[src/rtl/audio_pkg.sv]
// rtl/audio_pkg.sv - shared audio types for the I2S ADC receive path
// Purpose: default sample width, sample/stereo types and receiver FSM state encoding.
// Ports: none (package).
package audio_pkg;

  localparam int DEF_DATA_W = 16;

  typedef logic signed [DEF_DATA_W-1:0] sample_t;

  typedef enum logic [1:0] {
    IDLE  = 2'd0,
    SHIFT = 2'd1,
    WAIT  = 2'd2
  } rx_state_e;

  typedef struct packed {
    sample_t l;
    sample_t r;
  } stereo_t;

endpackage

[src/rtl/sync_edge.sv]
// rtl/sync_edge.sv - multi-bit synchroniser with rising-edge pulse on bit 0
// Purpose: brings WIDTH asynchronous inputs into clk through STAGES flops and
//          flags a 0->1 transition of the synchronised bit 0.
// Ports: clk, rst_n (async active-low), d[WIDTH] raw inputs,
//        q[WIDTH] synchronised outputs, rise one-clk pulse for q[0] rising.
module sync_edge #(
  parameter int STAGES = 2,
  parameter int WIDTH  = 1
) (
  input  logic             clk,
  input  logic             rst_n,
  input  logic [WIDTH-1:0] d,
  output logic [WIDTH-1:0] q,
  output logic             rise
);

  logic [STAGES-1:0][WIDTH-1:0] sync_q, sync_d;
  logic                         prev_q, prev_d;

  always_comb begin
    sync_d    = sync_q;
    sync_d[0] = d;
    for (int i = 1; i < STAGES; i++) begin
      sync_d[i] = sync_q[i-1];
    end
    prev_d = sync_q[STAGES-1][0];
  end

  always_ff @(posedge clk or negedge rst_n) begin
    if (!rst_n) begin
      sync_q <= '0;
      prev_q <= 1'b0;
    end else begin
      sync_q <= sync_d;
      prev_q <= prev_d;
    end
  end

  assign q    = sync_q[STAGES-1];
  assign rise = sync_q[STAGES-1][0] & ~prev_q;

endmodule

[src/rtl/i2s_adc_rx.sv]
// rtl/i2s_adc_rx.sv - I2S ADC deserialiser with one-entry stereo output register
// Purpose: samples adcdat/adclrc on synchronised bclk rising edges, assembles
//          left/right words and presents them as a valid/ready stereo pair.
// Optional: I2S_RX_MONO_EN adds sample_m = (L + R) >>> 1, registered with the pair.
// Ports: clk, rst_n (async active-low), en receive enable, bclk/adclrc/adcdat codec
//        serial inputs, sample_l/sample_r/valid/ready output handshake,
//        sample_m (optional) mono mix, overflow sticky overwrite flag.
module i2s_adc_rx
  import audio_pkg::*;
#(
  parameter int DATA_W      = DEF_DATA_W,
  parameter int SYNC_STAGES = 2
) (
  input  logic              clk,
  input  logic              rst_n,
  input  logic              en,
  input  logic              bclk,
  input  logic              adclrc,
  input  logic              adcdat,
  output logic [DATA_W-1:0] sample_l,
  output logic [DATA_W-1:0] sample_r,
  output logic              valid,
  input  logic              ready,
`ifdef I2S_RX_MONO_EN
  output logic [DATA_W-1:0] sample_m,
`endif
  output logic              overflow
);

  localparam int CNT_W = $clog2(DATA_W);
  localparam logic [CNT_W-1:0] CNT_LAST = CNT_W'(DATA_W - 1);

  logic [2:0] sync_q;
  logic       rise;
  logic       lrc_sync, dat_sync;

  sync_edge #(
    .STAGES (SYNC_STAGES),
    .WIDTH  (3)
  ) u_sync (
    .clk   (clk),
    .rst_n (rst_n),
    .d     ({adcdat, adclrc, bclk}),
    .q     (sync_q),
    .rise  (rise)
  );

  assign lrc_sync = sync_q[1];
  assign dat_sync = sync_q[2];

  rx_state_e         state_q, state_d;
  logic              ch_q, ch_d;             // 0 = left, 1 = right
  logic [CNT_W-1:0]  cnt_q, cnt_d;
  logic [DATA_W-2:0] sr_q, sr_d;             // previous bits of the word in flight
  logic [DATA_W-1:0] left_hold_q, left_hold_d;
  logic              left_ok_q, left_ok_d;   // left_hold belongs to the current pair
  logic              lrc_q, lrc_d;           // lrc captured on the last rise
  logic [DATA_W-1:0] out_l_q, out_l_d;
  logic [DATA_W-1:0] out_r_q, out_r_d;
  logic              valid_q, valid_d;
  logic              overflow_q, overflow_d;
  logic              frame_edge, load;
  logic [DATA_W-1:0] word;

  assign frame_edge = rise && (lrc_sync != lrc_q);
  assign word       = {sr_q, dat_sync};

  always_comb begin
    state_d     = state_q;
    ch_d        = ch_q;
    cnt_d       = cnt_q;
    sr_d        = sr_q;
    left_hold_d = left_hold_q;
    left_ok_d   = left_ok_q;
    lrc_d       = lrc_q;
    load        = 1'b0;

    if (rise) begin
      lrc_d = lrc_sync;
    end

    case (state_q)
      IDLE: begin
        // Pairing always begins on a left slot; right edges are ignored here.
        if (frame_edge && !lrc_sync) begin
          state_d   = SHIFT;
          ch_d      = 1'b0;
          cnt_d     = '0;
          left_ok_d = 1'b0;
        end
      end
      SHIFT: begin
        if (frame_edge) begin
          // Short frame: drop the word in flight and restart on the new slot.
          ch_d  = lrc_sync;
          cnt_d = '0;
          if (!lrc_sync) begin
            left_ok_d = 1'b0;
          end
        end else if (rise) begin
          sr_d  = word[DATA_W-2:0];
          cnt_d = cnt_q + CNT_W'(1);
          if (cnt_q == CNT_LAST) begin
            state_d = WAIT;
            if (!ch_q) begin
              left_hold_d = word;
              left_ok_d   = 1'b1;
            end else begin
              load      = left_ok_q;
              left_ok_d = 1'b0;
            end
          end
        end
      end
      WAIT: begin
        if (frame_edge) begin
          state_d = SHIFT;
          ch_d    = lrc_sync;
          cnt_d   = '0;
          if (!lrc_sync) begin
            left_ok_d = 1'b0;
          end
        end
      end
      default: state_d = IDLE;
    endcase

    if (!en) begin
      state_d = IDLE;
      load    = 1'b0;
    end
  end

  always_comb begin
    out_l_d    = out_l_q;
    out_r_d    = out_r_q;
    valid_d    = valid_q;
    overflow_d = overflow_q;
    if (valid_q && ready) begin
      valid_d = 1'b0;
    end
    if (load) begin
      out_l_d = left_hold_q;
      out_r_d = word;
      valid_d = 1'b1;
      if (valid_q && !ready) begin
        overflow_d = 1'b1;
      end
    end
  end

  always_ff @(posedge clk or negedge rst_n) begin
    if (!rst_n) begin
      state_q     <= IDLE;
      ch_q        <= 1'b0;
      cnt_q       <= '0;
      sr_q        <= '0;
      left_hold_q <= '0;
      left_ok_q   <= 1'b0;
      lrc_q       <= 1'b0;
      out_l_q     <= '0;
      out_r_q     <= '0;
      valid_q     <= 1'b0;
      overflow_q  <= 1'b0;
    end else begin
      state_q     <= state_d;
      ch_q        <= ch_d;
      cnt_q       <= cnt_d;
      sr_q        <= sr_d;
      left_hold_q <= left_hold_d;
      left_ok_q   <= left_ok_d;
      lrc_q       <= lrc_d;
      out_l_q     <= out_l_d;
      out_r_q     <= out_r_d;
      valid_q     <= valid_d;
      overflow_q  <= overflow_d;
    end
  end

  assign sample_l = out_l_q;
  assign sample_r = out_r_q;
  assign valid    = valid_q;
  assign overflow = overflow_q;

`ifdef I2S_RX_MONO_EN
  logic [DATA_W:0]   mono_sum;
  logic [DATA_W-1:0] mono_q, mono_d;

  // Sign-extended sum; dropping bit 0 is an arithmetic shift (floor division by 2).
  assign mono_sum = {left_hold_q[DATA_W-1], left_hold_q} + {word[DATA_W-1], word};

  always_comb begin
    mono_d = mono_q;
    if (load) begin
      mono_d = DATA_W'(mono_sum >> 1);
    end
  end

  always_ff @(posedge clk or negedge rst_n) begin
    if (!rst_n) begin
      mono_q <= '0;
    end else begin
      mono_q <= mono_d;
    end
  end

  assign sample_m = mono_q;
`endif

endmodule

[config.mk]
export PLATFORM = sky130hd
export DESIGN_NAME = i2s_adc_rx
export DESIGN_NICKNAME = d
export VERILOG_FILES = /design/src/rtl/audio_pkg.sv /design/src/rtl/sync_edge.sv /design/src/rtl/i2s_adc_rx.sv
export SDC_FILE = /design/constraint.sdc
export NUM_CORES = 1
export LEC_CHECK = 0
export ABC_CLOCK_PERIOD_IN_PS = 2920
export BUFFER_PORTS_ARGS = -buffer_cell sky130_fd_sc_hd__buf_2
export CAP_MARGIN = 30
export CORE_MARGIN = 2
export CORE_UTILIZATION = 35
export DETAILED_ROUTE_END_ITERATION = 12
export PLACE_DENSITY = 0.53
export SLEW_MARGIN = 20
export SYNTH_ARGS = -nofsm -noshare
export SYNTH_HDL_FRONTEND = slang
export SYNTH_SLANG_ARGS = --single-unit
[constraint.sdc]
create_clock -name clk -period 2.92 [get_ports clk]
set_input_delay 0.292 -clock clk [delete_from_list [all_inputs] [get_ports clk]]
set_output_delay 0.292 -clock clk [all_outputs]
set_load 0.03 [all_outputs]
-- Word level (Yosys, flattened, before mapping)
Index checks and enable logic that the tools add are counted.
W data, S select, Z words.
- input bits: 7
- logic and storage cells: 81
- output and inout port bits: 34
- register bits: 81
- bitwise gates (word level): 4
- add/sub/neg operators: 1
- reduce and logical (&&, ||, !) cells: 18
- mux-type cells: 30
- eq/ne operators: 14
- operators with widths (cell ; count):
    $ne A3 B3 Y1 const B ; 7
    $mux W1 ; 16
    $mux W4 ; 4
    $reduce_and A5 Y1 ; 3
    $mux W2 ; 6
    $pmux W4 S3 ; 1
    $pmux W2 S3 ; 1
    $reduce_and A3 Y1 ; 2
    $add A4 B1 Y4 const B ; 1
    $eq A4 B4 Y1 const B ; 1
    $logic_and A1 B1 Y1 ; 4
    $ne A2 B2 Y1 const B ; 2
    $reduce_and A4 Y1 ; 1
    $reduce_bool A2 Y1 ; 2
    $not A1 Y1 ; 3
    $pmux W1 S3 ; 1
    $reduce_bool A3 Y1 ; 1
    $eq A2 B1 Y1 const B ; 1
    $eq A2 B2 Y1 const B ; 1
    $logic_not A1 Y1 ; 2
    $logic_not A2 Y1 ; 1
    $ne A2 B1 Y1 const B ; 1
    $pmux W1 S2 ; 1
    $reduce_and A2 Y1 ; 1
    3 further kinds ; 3

-- Longest topological paths before layout
- depth after elaboration: 7
- depth in mapped cells: 8

-- Cells and area by module
From an unflattened synthesis, not the netlist that was laid out.
- cell total of the unflattened synthesis: 224
- area total of the unflattened synthesis: 3427.0 µm²
- modules (own cells, without submodules) (module ; instances ; cells each ; area an instance (µm²)):
    i2s_adc_rx ; 1 ; 216 ; 3238.1
    sync_edge ; 1 ; 8 ; 188.9

-- Worst setup path after synthesis
Ideal clock, no wire load.
- path type: reg2reg
- start point: reg state_q[1]
- end point: reg out_l_q[0] (netlist: sample_l[0])
- stages on the path, launching flop included: 8
- data required time: 2.795 ns
- arrival: 1.954 ns
- slack: 0.842 ns
- path buffers: 2
- cells stage by stage: dfrtp_1 -> inv_1 -> ha_1 -> buf_2 -> nand3b_2 -> nor4_4 -> buf_6 -> mux2_2
- longest elaborated chain between the ends: 3
- ends and longest elaborated chain (element ; RTL line ; RTL):
    start, declared ; i2s_adc_rx.sv:51 ; rx_state_e state_q, state_d;
    start signal, assigned ; i2s_adc_rx.sv:166 ; state_q <= state_d;
    $eq A2 B1 Y1 ; i2s_adc_rx.sv:82 ; case (state_q)
    $mux W1 ; i2s_adc_rx.sv:82 ;
    $mux W1 ; i2s_adc_rx.sv:128 ; if (!en) begin
    end signal, assigned ; i2s_adc_rx.sv:173 ; out_l_q <= out_l_d;
    end, declared ; i2s_adc_rx.sv:58 ; logic [DATA_W-1:0] out_l_q, out_l_d;
No other way between the ends.
A chain may end at the register's enable or synchronous reset.

-- Worst setup path after layout
- start point: reg state_q[1]
- end point: reg out_l_q[5] (netlist: sample_l[5])
The elaborated chain is that of the path after synthesis.

==> impl_metrics.csv <==
group,metric,value,unit
outcome,outcome,"complete, no violations",
pwr,total_power,2.02,mW
global_routing,grt_pass1_wl,10100,um
sta,rsz0062_at_grt,"no",
logic_synthesis,synth_flop_cell,"dfrtp_1",
critical_path,cp-end-kind,"flop",
global_routing,grt.busiest_layer,"met2",
place,portBuffers,40,
place,hpwlAfterDp,3760,um
clocking,cts_resized,0,
clocking,cts_sinks,81,
global_routing,overflow,0,
floorplan,die_w,101,um
global_routing,grt_max_degree,45,
global_routing,grt.met2_usage,19.2,%
route,wirelength,5860,um
clocking,cts-root-buf,"clkbuf_8",
route,vias_per_cell,4.73,
clocking,numCtsBuffers,9,
critical_path,critPathLaunchType,"flop",
logic_synthesis,synth-seq-cells,81,
critical_path,cp_data_required_time,3.15,ns
clocking,clk_pin_slew,0.08,ns
final_layout,final-seq-area,0.00203,mm2
sta,setup_viol,0,
floorplan,die_h,101,um
route,ant_nets,0,
logic_synthesis,yosysTopAreaCellShare,61.1,%
logic_synthesis,ys_seq_area_share,61.1,%
hold_path,hold_path_class,"primary input to flop",
final_layout,antenna_cells,0,
global_routing,antenna_found_initial,0,
sta,whs,0.0496,ns
logic_synthesis,avgSynthCellArea,15.4,um2
clocking,cts_hold_buf,1,
logic_synthesis,syn_area,0.00332,mm2
logic_synthesis,netlist_instances,215,
pwr,power_density,521,mW/mm2
clocking,cts_max_path_buffers,2,
global_routing,track_usage,13.0,%
logic_synthesis,yosys_warnings,0,
route,post_drt_wl_per_cell,14.7,um
logic_synthesis,synth_cell_types,42,
global_routing,grt_util_met3,5.18,%
route,drc_errors,0,
final_layout,multi_input_area,0.00122,mm2
sta,max_freq,417,MHz
floorplan,die-area,0.0103,mm2
final_layout,area_growth,16.6,%
logic_synthesis,synth_nets,228,
sta,final-hold-violation-count,0,
floorplan,ios,41,
sta,slew_viol_final,0,
floorplan,core-area,0.00924,mm2
sta,max_slew_margin,64.3,%
final_layout,drive_gt1_share,48.7,%
floorplan,row_count,35,
sta,post-route-period-util,82.1,%
route,drtIter0Drc,41,
critical_path,crit_arrival,2.63,ns
route,vias,1882,
logic_synthesis,ys_async_sr_fraction,100,%
logic_synthesis,yosysTopAreaCell,"dfrtp_1",
sta,worst_pin_slew,0.528,ns
final_layout,fillers,882,
route,drt-pass1-iter-count,4,
critical_path,critPathMaxFanout,34,
logic_synthesis,synth_area_leaders,"dfrtp_1 61%, mux2_2 21%, ha_1 2.3%, buf_6 1.4%, nor4_4 1.3%",
pwr,peakVddDrop,0.000270,V
pwr,p_leak,1.98,nW
clocking,htree_levels,3,
global_routing,grt_pass1_vias,1944,
floorplan,start_util,35.9,%
place,gp_congestion,0.795,
final_layout,layout.nets,278,
global_routing,grtUsageMet1,17.3,%
sta,skew,0.00665,ns
clocking,postCtsSetupRepairBufs,0,
clocking,tritoncts,"yes",
logic_synthesis,synth_edf_count,0,
sta,min_period,2.40,ns
job,maxCapViolCount,0,
clocking,clock_latency,0.35,ns
sta,fin_tns_setup,0,ns
critical_path,crit_type,"flop to flop",
## synthesized netlist by cell type, types with 2 or more instances
master    count
inv_1         3
dfrtp_1      81
o31ai_1       4
o31a_1        2
nand2_1       4
a22o_1        3
mux2_2       62
mux2_1        2
o211ai_1      3
ha_1          6
nor4_4        2
buf_6         4
o21ai_0       3
and3_1        2
nor2_1        5
nand3_1       3
## flip-flops by register name, indices dropped and copies added, names as in the netlist
register	cells
lrc_q	1
u_sync.q	3
overflow	1
u_sync.sync_d	3
cnt_q	4
state_q	2
sample_l	16
u_sync.prev_q	1
left_ok_q	1
sample_r	16
valid	1
sr_q	15
left_hold_q	16
ch_q	1
## power by group
| part | internal [mW] | total [mW] | switching (mW) | leakage [nW] |
|---|---|---|---|---|
| combinational | 0.0389 | 0.100 | 0.0613 | 0.782 |
| sequential | 1.14 | 1.16 | 0.0247 | 1.11 |
| clock | 0.373 | 0.754 | 0.381 | 0.0915 |
| total | 1.55 | 2.02 | 0.467 | 1.98 |
## final timing paths
check	end	from	slack, ns	depth (start not counted)
setup / recovery	sample_l[5]	state_q[1]	0.52	6
hold / removal	u_sync.sync_d[4]	adclrc	0.05	1
setup reg to reg	sample_l[5]	state_q[1]	0.52	6
hold reg to reg	u_sync.q[2]	u_sync.sync_d[5]	0.35	0
max in group asynchronous	sample_r[7]	rst_n	1.88	3
min in group asynchronous	cnt_q[1]	rst_n	0.45	2
## layout make-up
cell class / instances / area share (%)
Inverter: 3 / 0.291
Clock inverter: 2 / 0.323
Timing Repair Buffer: 46 / 6.98
Sequential cell: 81 / 52.4
Clock buffer: 13 / 4.36
Tap cell: 129 / 4.17
Multi-Input combinational cell: 124 / 31.5
## through the flow
step | instance area, um2 | util, % | std cells | setup slack, ns
floorplan | 3320 | - | 215 | 0.842
global placement | 3650 | 39.5 | 381 | 0.632
detailed placement | 3680 | 39.8 | 382 | 0.532
CTS | 3870 | 41.9 | 398 | 0.520
global route | 3870 | 41.9 | 398 | 0.369
finish | 3870 | 41.9 | 398 | 0.522
## cells by family (layout without fill, tap and decap cells)
family / count (synthesis) / in the layout / synth area share, %
AO/OA/AOI/OAI: 25 / 25 / 5.77
flip-flops: 81 / 81 / 61.1
AND/OR/NAND/NOR: 28 / 28 / 6.15
multiplexers: 64 / 64 / 21.7
XOR/XNOR: 1 / 1 / 0.830
buffers and inverters: 10 / 64 / 2.19
adder cells (fa/ha/maj): 6 / 6 / 2.26
## cell usage in the layout (no fill, tap or decap), drive strengths merged, types with 4 or more instances in the layout
cell	instances
buf	45
clkbuf	13
dfrtp	81
ha	6
mux2	64
nand2	4
nor2	6
o31ai	4
## metal layers
layer  up-vias  wire length [um]  part of all wire, %
met4         0                89                  1.5
met2        33              2640                   45
met1       959              2860                   49
met3        11               271                  4.6
met5         -                 0                    0
li1        879                 -                    -
## worst max-delay path, cell delays in order (launching register included)
cell and delay [ns]:
dfrtp_1 0.42, inv_1 0.11, ha_1 0.37, nand3b_2 0.23, nor4_4 0.29, buf_4 0.46, mux2_2 0.39
Power figures use the tool's default switching activity.
